<file path="src/rtl/fft_ctrl_pkg.sv">
// Shared types and helpers for the FFT frame sequencer: controller states,
// weight-count derivation and the valid/busy transfer rule.
package fft_ctrl_pkg;

  typedef enum logic [1:0] {
    ST_IDLE  = 2'd0,
    ST_LOAD  = 2'd1,
    ST_RUN   = 2'd2,
    ST_DRAIN = 2'd3
  } state_e;

  // Radix-2 FFT of 2**npoint points: npoint stages of 2**(npoint-1) butterflies.
  function automatic int calc_wcount(input int npoint);
    return npoint * (1 << (npoint - 1));
  endfunction

  function automatic logic hs_fire(input logic valid, input logic busy);
    return valid & ~busy;
  endfunction

endpackage

</file>
<file path="src/rtl/fft_inflight_counter.sv">
// Up/down occupancy counter for frames inside the FFT pipeline, with a
// saturating full flag and a sticky underflow flag.
module fft_inflight_counter #(
  parameter int MAX_COUNT = 8,
  parameter int CW        = $clog2(MAX_COUNT + 1)
) (
  input  logic          clk,
  input  logic          rst_n,
  input  logic          i_inc,
  input  logic          i_dec,
  output logic [CW-1:0] o_count,
  output logic          o_full,
  output logic          o_underflow
);

  logic [CW-1:0] r_count;
  logic          r_underflow;
  logic          w_full;
  logic          w_empty;

  assign w_full  = (r_count == CW'(MAX_COUNT));
  assign w_empty = (r_count == '0);

  // NOTE: sequential state uses non-blocking assignments only, so every
  // register samples the pre-edge value of its neighbours.
  always_ff @(posedge clk or negedge rst_n) begin
    if (!rst_n) begin
      r_count     <= '0;
      r_underflow <= 1'b0;
    end else begin
      case ({i_inc, i_dec})
        2'b10:   if (!w_full)  r_count <= r_count + CW'(1);
        2'b01:   if (!w_empty) r_count <= r_count - CW'(1);
        default: r_count <= r_count;
      endcase
      // An emitted frame with nothing recorded in flight means the FFT and
      // this controller have lost track of each other; keep the evidence.
      if (i_dec && w_empty) r_underflow <= 1'b1;
    end
  end

  assign o_count     = r_count;
  assign o_full      = w_full;
  assign o_underflow = r_underflow;

endmodule

</file>
<file path="src/rtl/fft_frame_sequencer.sv">
// Controller in front of full_parallel_fft: streams twiddle weights from an
// external memory into the FFT, then gates frame traffic while tracking occupancy.
module fft_frame_sequencer
  import fft_ctrl_pkg::*;
#(
  parameter  int NPOINT       = 3,
  parameter  int WIDTH        = 16,
  parameter  int WCOUNT       = calc_wcount(NPOINT),
  parameter  int MAX_INFLIGHT = 8,
  localparam int N            = 2 ** NPOINT,
  localparam int AW           = $clog2(WCOUNT),
  localparam int IW           = $clog2(MAX_INFLIGHT + 1)
) (
  input  logic                 clk,
  input  logic                 rst_n,
  input  logic                 cfg_start,
  output logic                 cfg_done,
  output logic                 wt_rd_en,
  output logic [AW-1:0]        wt_rd_addr,
  input  logic [WIDTH-1:0]     wt_rd_real,
  input  logic [WIDTH-1:0]     wt_rd_imag,
  output logic                 fft_weight_valid,
  output logic [WIDTH-1:0]     fft_weight_real,
  output logic [WIDTH-1:0]     fft_weight_imag,
  input  logic                 up_valid,
  output logic                 up_busy,
  input  logic [WIDTH*N-1:0]   up_real,
  input  logic [WIDTH*N-1:0]   up_imag,
  output logic                 fft_din_valid,
  input  logic                 fft_din_busy,
  output logic [WIDTH*N-1:0]   fft_din_real,
  output logic [WIDTH*N-1:0]   fft_din_imag,
  input  logic                 fft_dout_valid,
  input  logic                 dn_busy,
  output logic [IW-1:0]        inflight,
  output logic                 err_underflow
);

  localparam logic [AW-1:0] LAST_ADDR = AW'(WCOUNT - 1);

  state_e        r_state;
  logic          r_cfg_done;
  logic          r_rd_en;
  logic [AW-1:0] r_rd_addr;
  logic          r_wt_valid;

  logic          w_run;
  logic          w_full;
  logic          w_in_fire;
  logic          w_out_fire;
  logic [IW-1:0] w_inflight;

  always_ff @(posedge clk or negedge rst_n) begin
    if (!rst_n) begin
      r_state    <= ST_IDLE;
      r_cfg_done <= 1'b0;
      r_rd_en    <= 1'b0;
      r_rd_addr  <= '0;
      r_wt_valid <= 1'b0;
    end else begin
      // Memory data lags the read enable by one cycle, so valid does too.
      r_wt_valid <= r_rd_en;
      case (r_state)
        ST_IDLE: begin
          if (cfg_start) begin
            r_state   <= ST_LOAD;
            r_rd_en   <= 1'b1;
            r_rd_addr <= '0;
          end
        end
        ST_LOAD: begin
          if (r_rd_en) begin
            if (r_rd_addr == LAST_ADDR) begin
              r_rd_en   <= 1'b0;
              r_rd_addr <= '0;
            end else begin
              r_rd_addr <= r_rd_addr + AW'(1);
            end
          end else begin
            // Last weight is on the FFT port this cycle; open the gate next.
            r_state    <= ST_RUN;
            r_cfg_done <= 1'b1;
          end
        end
        ST_RUN: begin
          if (cfg_start) begin
            r_state    <= ST_DRAIN;
            r_cfg_done <= 1'b0;
          end
        end
        ST_DRAIN: begin
          if (w_inflight == '0) begin
            r_state   <= ST_LOAD;
            r_rd_en   <= 1'b1;
            r_rd_addr <= '0;
          end
        end
        default: r_state <= ST_IDLE;
      endcase
    end
  end

  assign w_run      = (r_state == ST_RUN);
  assign w_in_fire  = hs_fire(fft_din_valid, fft_din_busy);
  assign w_out_fire = hs_fire(fft_dout_valid, dn_busy);

  fft_inflight_counter #(
    .MAX_COUNT (MAX_INFLIGHT),
    .CW        (IW)
  ) u_inflight (
    .clk         (clk),
    .rst_n       (rst_n),
    .i_inc       (w_in_fire),
    .i_dec       (w_out_fire),
    .o_count     (w_inflight),
    .o_full      (w_full),
    .o_underflow (err_underflow)
  );

  assign cfg_done         = r_cfg_done;
  assign wt_rd_en         = r_rd_en;
  assign wt_rd_addr       = r_rd_addr;
  assign fft_weight_valid = r_wt_valid;
  // Weight data is zeroed outside its valid window so the FFT port is quiet.
  assign fft_weight_real  = r_wt_valid ? wt_rd_real : '0;
  assign fft_weight_imag  = r_wt_valid ? wt_rd_imag : '0;

  assign fft_din_valid    = w_run && up_valid && !w_full;
  assign up_busy          = !w_run || fft_din_busy || w_full;
  assign fft_din_real     = up_real;
  assign fft_din_imag     = up_imag;
  assign inflight         = w_inflight;

endmodule

</file>
<file path="config.mk">
export PLATFORM = sky130hd
export DESIGN_NAME = fft_frame_sequencer
export DESIGN_NICKNAME = d
export VERILOG_FILES = /design/src/rtl/fft_ctrl_pkg.sv /design/src/rtl/fft_inflight_counter.sv /design/src/rtl/fft_frame_sequencer.sv
export SDC_FILE = /design/constraint.sdc
export NUM_CORES = 1
export LEC_CHECK = 0
export CAP_MARGIN = 20
export CORE_AREA = 2 2 230 232
export CTS_CLUSTER_DIAMETER = 200
export CTS_CLUSTER_SIZE = 24
export DETAILED_ROUTE_END_ITERATION = 8
export DIE_AREA = 0 0 232 234
export GPL_TIMING_DRIVEN = 0
export HOLD_SLACK_MARGIN = 0.03
export REMOVE_ABC_BUFFERS = 1
export SLEW_MARGIN = 20
export SYNTH_ARGS = -nofsm -noshare
export SYNTH_HDL_FRONTEND = slang
export SYNTH_SLANG_ARGS = --single-unit
</file>
<file path="constraint.sdc">
create_clock -name clk -period 3.87 [get_ports clk]
set_input_delay 1.161 -clock clk [delete_from_list [all_inputs] [get_ports clk]]
set_output_delay 1.161 -clock clk [all_outputs]
set_load 0.05 [all_outputs]
</file>
# After elaboration in Yosys (flattened, before gate mapping)
# Index checks and enable logic that the tools add are counted.
op_classes:
  addsub: 3
  eq_ne: 14
  mux: 23
  n_bitwise: 4
  reduce_logical: 17
ops:
  columns: ["cell", "n"]
  rows:
  - ["16-bit two-way mux", 2]
  - ["4-bit two-way mux", 6]
  - ["2-bit inequality test, second input constant", 6]
  - ["4-bit case mux with 3 select lines", 1]
  - ["3-bit AND reduction", 3]
  - ["4-bit by 1-bit adder with 4-bit output, second input constant", 2]
  - ["4-bit == test, second input constant", 2]
  - ["2-bit two-way mux", 4]
  - ["2-bit case mux with 4 select lines", 1]
  - ["4-bit case mux with 2 select lines", 1]
  - ["4-bit AND reduction", 2]
  - ["2-bit == test, second input constant", 3]
  - ["1-bit two-way mux", 6]
  - ["2-bit by 1-bit == test with 1-bit output, second input constant", 2]
  - ["4-bit zero test", 1]
  - ["2-bit nonzero test", 2]
  - ["4-bit by 1-bit subtractor with 4-bit output, second input constant", 1]
  - ["1-bit logical AND", 3]
  - ["1-bit case mux with 3 select lines", 1]
  - ["3-bit nonzero test", 1]
  - ["1-bit bitwise AND", 2]
  - ["1-bit zero test", 2]
  - ["2-bit zero test", 1]
  - ["1-bit logical OR", 2]
  - ["3 further kinds", 4]
word_totals:
  regBits: 14
  inputBits: 295
  word_cells: 68

# Logic depth before layout (Yosys ltp)
depth:
  depth_word: 7
  ltp_mapped: 10

# Hierarchy
# From an unflattened synthesis, not the netlist that was laid out.
hier_totals:
  cells_unflattened: 379
  area_unflattened_um2: 3060.4
modules_own_cells:
  columns: ["mod", "n_inst", "cells_per_inst", "area_each_um2"]
  rows:
  - ["fft_frame_sequencer", 1, 351, 2728.9]
  - ["fft_inflight_counter", 1, 28, 331.6]

# Least setup slack after synthesis
# No wires, ideal clock.
synth_timing:
  kind: "input to register"
  startpoint: "input port up_valid"
  endpoint: "register u_inflight.r_count[3], in the netlist u_inflight.o_count[3]"
  setup_ns: 0.087
  arrival_ns: 2.963
  setup_slack_ns: 0.821
  cell_stages: 8
  path_buffers: 0
  cell_sequence: "and3_1 nand2b_1 ha_1 ha_1 nand3_1 a2111oi_0 a41oi_1 o211ai_1"
synth_via:
  elab_chain_len: 6
  word_cells_on_any_way: 10
  classes_between: "4 x eq/ne; 1 x mux; 1 x bitwise; 4 x reduce/logical"
synth_lines:
  columns: ["item", "line", "text"]
  rows:
  - ["from (decl)", "fft_frame_sequencer.sv:25", "input logic up_valid,"]
  - ["1-bit logical AND * (2 in series)", "fft_frame_sequencer.sv:128", "assign fft_din_valid = w_run && up_valid && !w_full;"]
  - ["1-bit bitwise AND *", "fft_ctrl_pkg.sv:18", "return valid & ~busy;"]
  - ["2-bit by 1-bit == test with 1-bit output or 2-bit == test (tied branches)", "fft_inflight_counter.sv:31", "case ({i_inc, i_dec})"]
  - ["2-bit inequality test (no source line) or 2-bit nonzero test (tied branches)", null, null]
  - ["3-bit AND reduction (no source line)", null, null]
  - ["to (signal assigned)", "fft_inflight_counter.sv:32", "2'b10: if (!w_full) r_count <= r_count + CW'(1);"]
  - ["to (signal assigned)", "fft_inflight_counter.sv:33", "2'b01: if (!w_empty) r_count <= r_count - CW'(1);"]
  - ["to (signal assigned)", "fft_inflight_counter.sv:34", "default: r_count <= r_count;"]
  - ["to (decl)", "fft_inflight_counter.sv:16", "logic [CW-1:0] r_count;"]
# Mark *: on every way between the ends. The rest lies on a longest branch, timed or not.
# A chain may end at the register's enable or synchronous reset.

# Worst setup path in the final report
layout_timing:
  startpoint: "input port wt_rd_real[4]"
  endpoint: "output port fft_weight_real[4]"
layout_via:
  elab_chain_len: 1
layout_lines:
  columns: ["item", "line", "text"]
  rows:
  - ["from (decl)", "fft_frame_sequencer.sv:20", "input logic [WIDTH-1:0] wt_rd_real,"]
  - ["16-bit two-way mux", "fft_frame_sequencer.sv:125", "assign fft_weight_real = r_wt_valid ? wt_rd_real : '0;"]
  - ["to (decl)", "fft_frame_sequencer.sv:23", "output logic [WIDTH-1:0] fft_weight_real,"]
# Every way passes these cells.

==> impl_metrics.tcl <==
set metrics [dict create \
    grt_overflow 0 \
    yosysUniqueCellTypes 34 \
    postLayoutCoreUtil_pct 5.654 \
    critPathKind "in -> out" \
    post-route-worst-setup-slack_ns 0.04206 \
    vias_per_cell 2.686 \
    fmax_mhz 261.2 \
    drt-total-wl_um 81950 \
    peakVddDrop_mv 0.1547 \
    antenna_cells 0 \
    period_needed_ns 3.828 \
    die_h_um 234 \
    layout-drive-gt1-share_pct 5.164 \
    status "completed" \
    dieWidth_um 232 \
    pre_cts_slack_ns 0.01531 \
    crit_family "buffers and inverters" \
    synth.top_cell.area_share_pct 62.34 \
    insertion_delay_ns 0.24 \
    endpoint_kind "primary output" \
    drt-wirelength-per-cell_um 90.95 \
    drc_errors 0 \
    synth_mux_area_share_pct 0.6899 \
    antenna_left 0 \
    htreeDepth 1 \
    synth_compound_area_share_pct 6.006 \
    gp_congestion 1.141 \
    finalSetupTns_ns 0 \
    cts_tree "done" \
    clock_skew_ns 0.0009141 \
    dpl_cell_area_um2 2848 \
    ys_warn_count 0 \
    cts_resized 0 \
    finalNetCount 521 \
    period_share_pct 98.91 \
    drtIter0Drc 349 \
    setup_viol 0 \
    worst_slew_pin_slew_ns 0.8269 \
    ys_seq_elements 14 \
    synth_xor_area_share_pct 0.2841 \
    synth_simple_gate_area_share_pct 12.99 \
    via_count 2420 \
    clk_path_buf_depth 2 \
    cp.required_ns 2.71 \
    slew_viol_final 0 \
    cts_made_buffers 3 \
    fin_cells 901 \
    hold_class "reg -> reg" \
    clock_sinks 14 \
    rsz0062_at_grt "no" \
    numPlacedInstances 897 \
    crit_path_cell_trace "clkdlybuf4s50_1, and2_1, clkdlybuf4s50_1" \
    hold_buffers 0 \
    power_density_nw_per_um2 449.0 \
    cp_num_buf_inv 2 \
    cts_setup_buffers 0 \
    slew_headroom_pct 44.88 \
    grt_max_degree 34 \
    p_leak_nw 0.9108 \
    cp_max_fo 1 \
    io_buffer_count 84 \
    ys_seq_area_share_pct 11.36 \
    slowest_stage "clkdlybuf4s50_1" \
    synth-adder-area-share_pct 5.114 \
    synth_area_um2 3083 \
    core_area_um2 52020 \
    synth_top_family_by_area "buffers and inverters" \
    postSynthAreaPerCell_um2 8.008 \
    clk_pin_slew_ns 0.05 \
    grt_pass1_wl_um 85630 \
    hold_viol 0 \
    final_cell_area_um2 2942 \
    first_global_vias 1792 \
    start_util_pct 5.926 \
    synth_top_area_cell "buf_4" \
    r2r_slack_ns 1.19 \
    ios 597 \
    startpoint_type "input port" \
    first_pass_iters 4 \
    cp_slowest_stage_delay_ns 0.91 \
    hpwlAfterDp_um 80860 \
    syn2layout_area_growth_pct -4.586 \
    rows 84 \
    postSynthCellCount 385 \
    gr-usage-all-layers_pct 29.18 \
    grt_antenna_before_repair 3 \
    worst_ep_arrival_time_ns 2.67 \
    dieArea_um2 54290 \
    clockRootBuffer "clkbuf_16" \
    maxCapViolCount 0 \
    crit_top_cell "clkdlybuf4s50_1" \
    synth_area_leaders "buf_4 62%, dfrtp_1 11%, and2_1 6.7%" \
]
## stage by stage
step / total power [mW] / hold WS (ns)
after floorplan: 0.7884 / 0.5258
after global placement: 1.079 / 0.4676
after detailed placement: 1.097 / 0.4763
after CTS: 1.320 / 0.4871
after global routing: 1.394 / 0.4954
final: 1.321 / 0.4810
## synth_stat cells
library cell and n:
nor3_1 3, a41oi_1 1, nand3_1 4, nor4_1 1, mux2_2 1, fa_1 1, a21o_1 2, a21oi_1 1
dfrtp_1 14, or2_4 1, a2111oi_0 1, o211ai_1 3, o21ai_0 6, nor2_1 2, o31ai_1 2, o41ai_4 1
nand2_1 11, nand2b_1 5, nand3b_1 2, nand3b_4 1, a22o_1 3, and2_1 33, a21o_2 2, xor2_1 1
inv_1 6, a31o_2 1, buf_4 256, mux2i_1 1, ha_1 11, nor4b_1 1, and3_1 1, clkbuf_1 4
and2b_1 1, nor2b_1 1
## placed cells by master (no fill, tap or decap), types with 2 or more instances in the layout
cell,n
o31ai_1,2
clkdlybuf4s50_1,82
nor2_1,2
a21o_1,2
nor3_1,3
and2_1,33
dlymetal6s2s_1,2
o211ai_1,3
ha_1,11
a22o_1,3
o21ai_0,6
inv_1,6
nand2_1,11
nand3_1,4
dfrtp_1,14
nand2b_1,5
clkbuf_16,3
a21o_2,2
nand3b_1,2
## state kept, by name, indices dropped and copies added, names as in the netlist
name                    cells
wt_rd_addr                  4
cfg_done                    1
r_state                     2
u_inflight.o_count          4
u_inflight.o_underflow      1
fft_weight_valid            1
wt_rd_en                    1
## power by group
part	internal [mW]	leakage [nW]	switching (mW)	total (mW)
registers	0.199	0.165	0.0939	0.293
logic	0.303	0.702	0.505	0.808
clock network	0.157	0.0442	0.0624	0.219
total	0.659	0.911	0.662	1.32
## metal layers
layer | track usage (%) | part of all wire (%) | vias to the layer above
li1 | - | - | 609
met1 | 4.335 | 6.2 | 930
met2 | 54.20 | 51 | 755
met3 | 47.56 | 33 | 100
met4 | 16.95 | 8.1 | 26
met5 | 11.70 | 1.0 | -
## logic make-up (layout without fill, tap and decap cells)
kind of cell / count (synthesis) / count (layout)
flops: 14 / 14
compound gates: 23 / 23
fa+ha+maj: 12 / 12
simple gates: 67 / 67
xor+xnor: 1 / 1
buf+inv: 266 / 94
mux: 2 / 2
## final timing paths
kind / depth (start not counted) / start / end
max in group asynchronous: 1 / rst_n / r_state[0]$_DFFE_PN0P_
max: 3 / wt_rd_real[4] / fft_weight_real[4]
min: 1 / u_inflight.o_underflow$_DFFE_PN0P_ / u_inflight.o_underflow$_DFFE_PN0P_
min reg2reg: 1 / u_inflight.o_underflow$_DFFE_PN0P_ / u_inflight.o_underflow$_DFFE_PN0P_
max reg2reg: 10 / u_inflight.o_count[1]$_DFFE_PN0P_ / u_inflight.o_count[3]$_DFFE_PN0P_
min in group asynchronous: 1 / rst_n / wt_rd_addr[0]$_DFFE_PN0P_
## worst register-to-register path: stages, from the launching register on
cell	delay, ns
dfrtp_1	0.48
nor3_1	0.41
nand2_1	0.13
and3_1	0.23
nand2b_1	0.08
ha_1	0.24
ha_1	0.30
a21oi_1	0.23
a2111oi_0	0.14
a41oi_1	0.19
o211ai_1	0.12
## area by class of cell
| type | count | area [um2] |
|---|---|---|
| fill | 6129 | 49080 |
| timing repair buffer | 84 | 845.8 |
| sequential | 14 | 350.3 |
| inverter | 6 | 22.52 |
| tap | 688 | 860.8 |
| multi-input combinational | 105 | 773.2 |
| clock buffer | 4 | 88.84 |
Power figures use the tool's default switching activity.
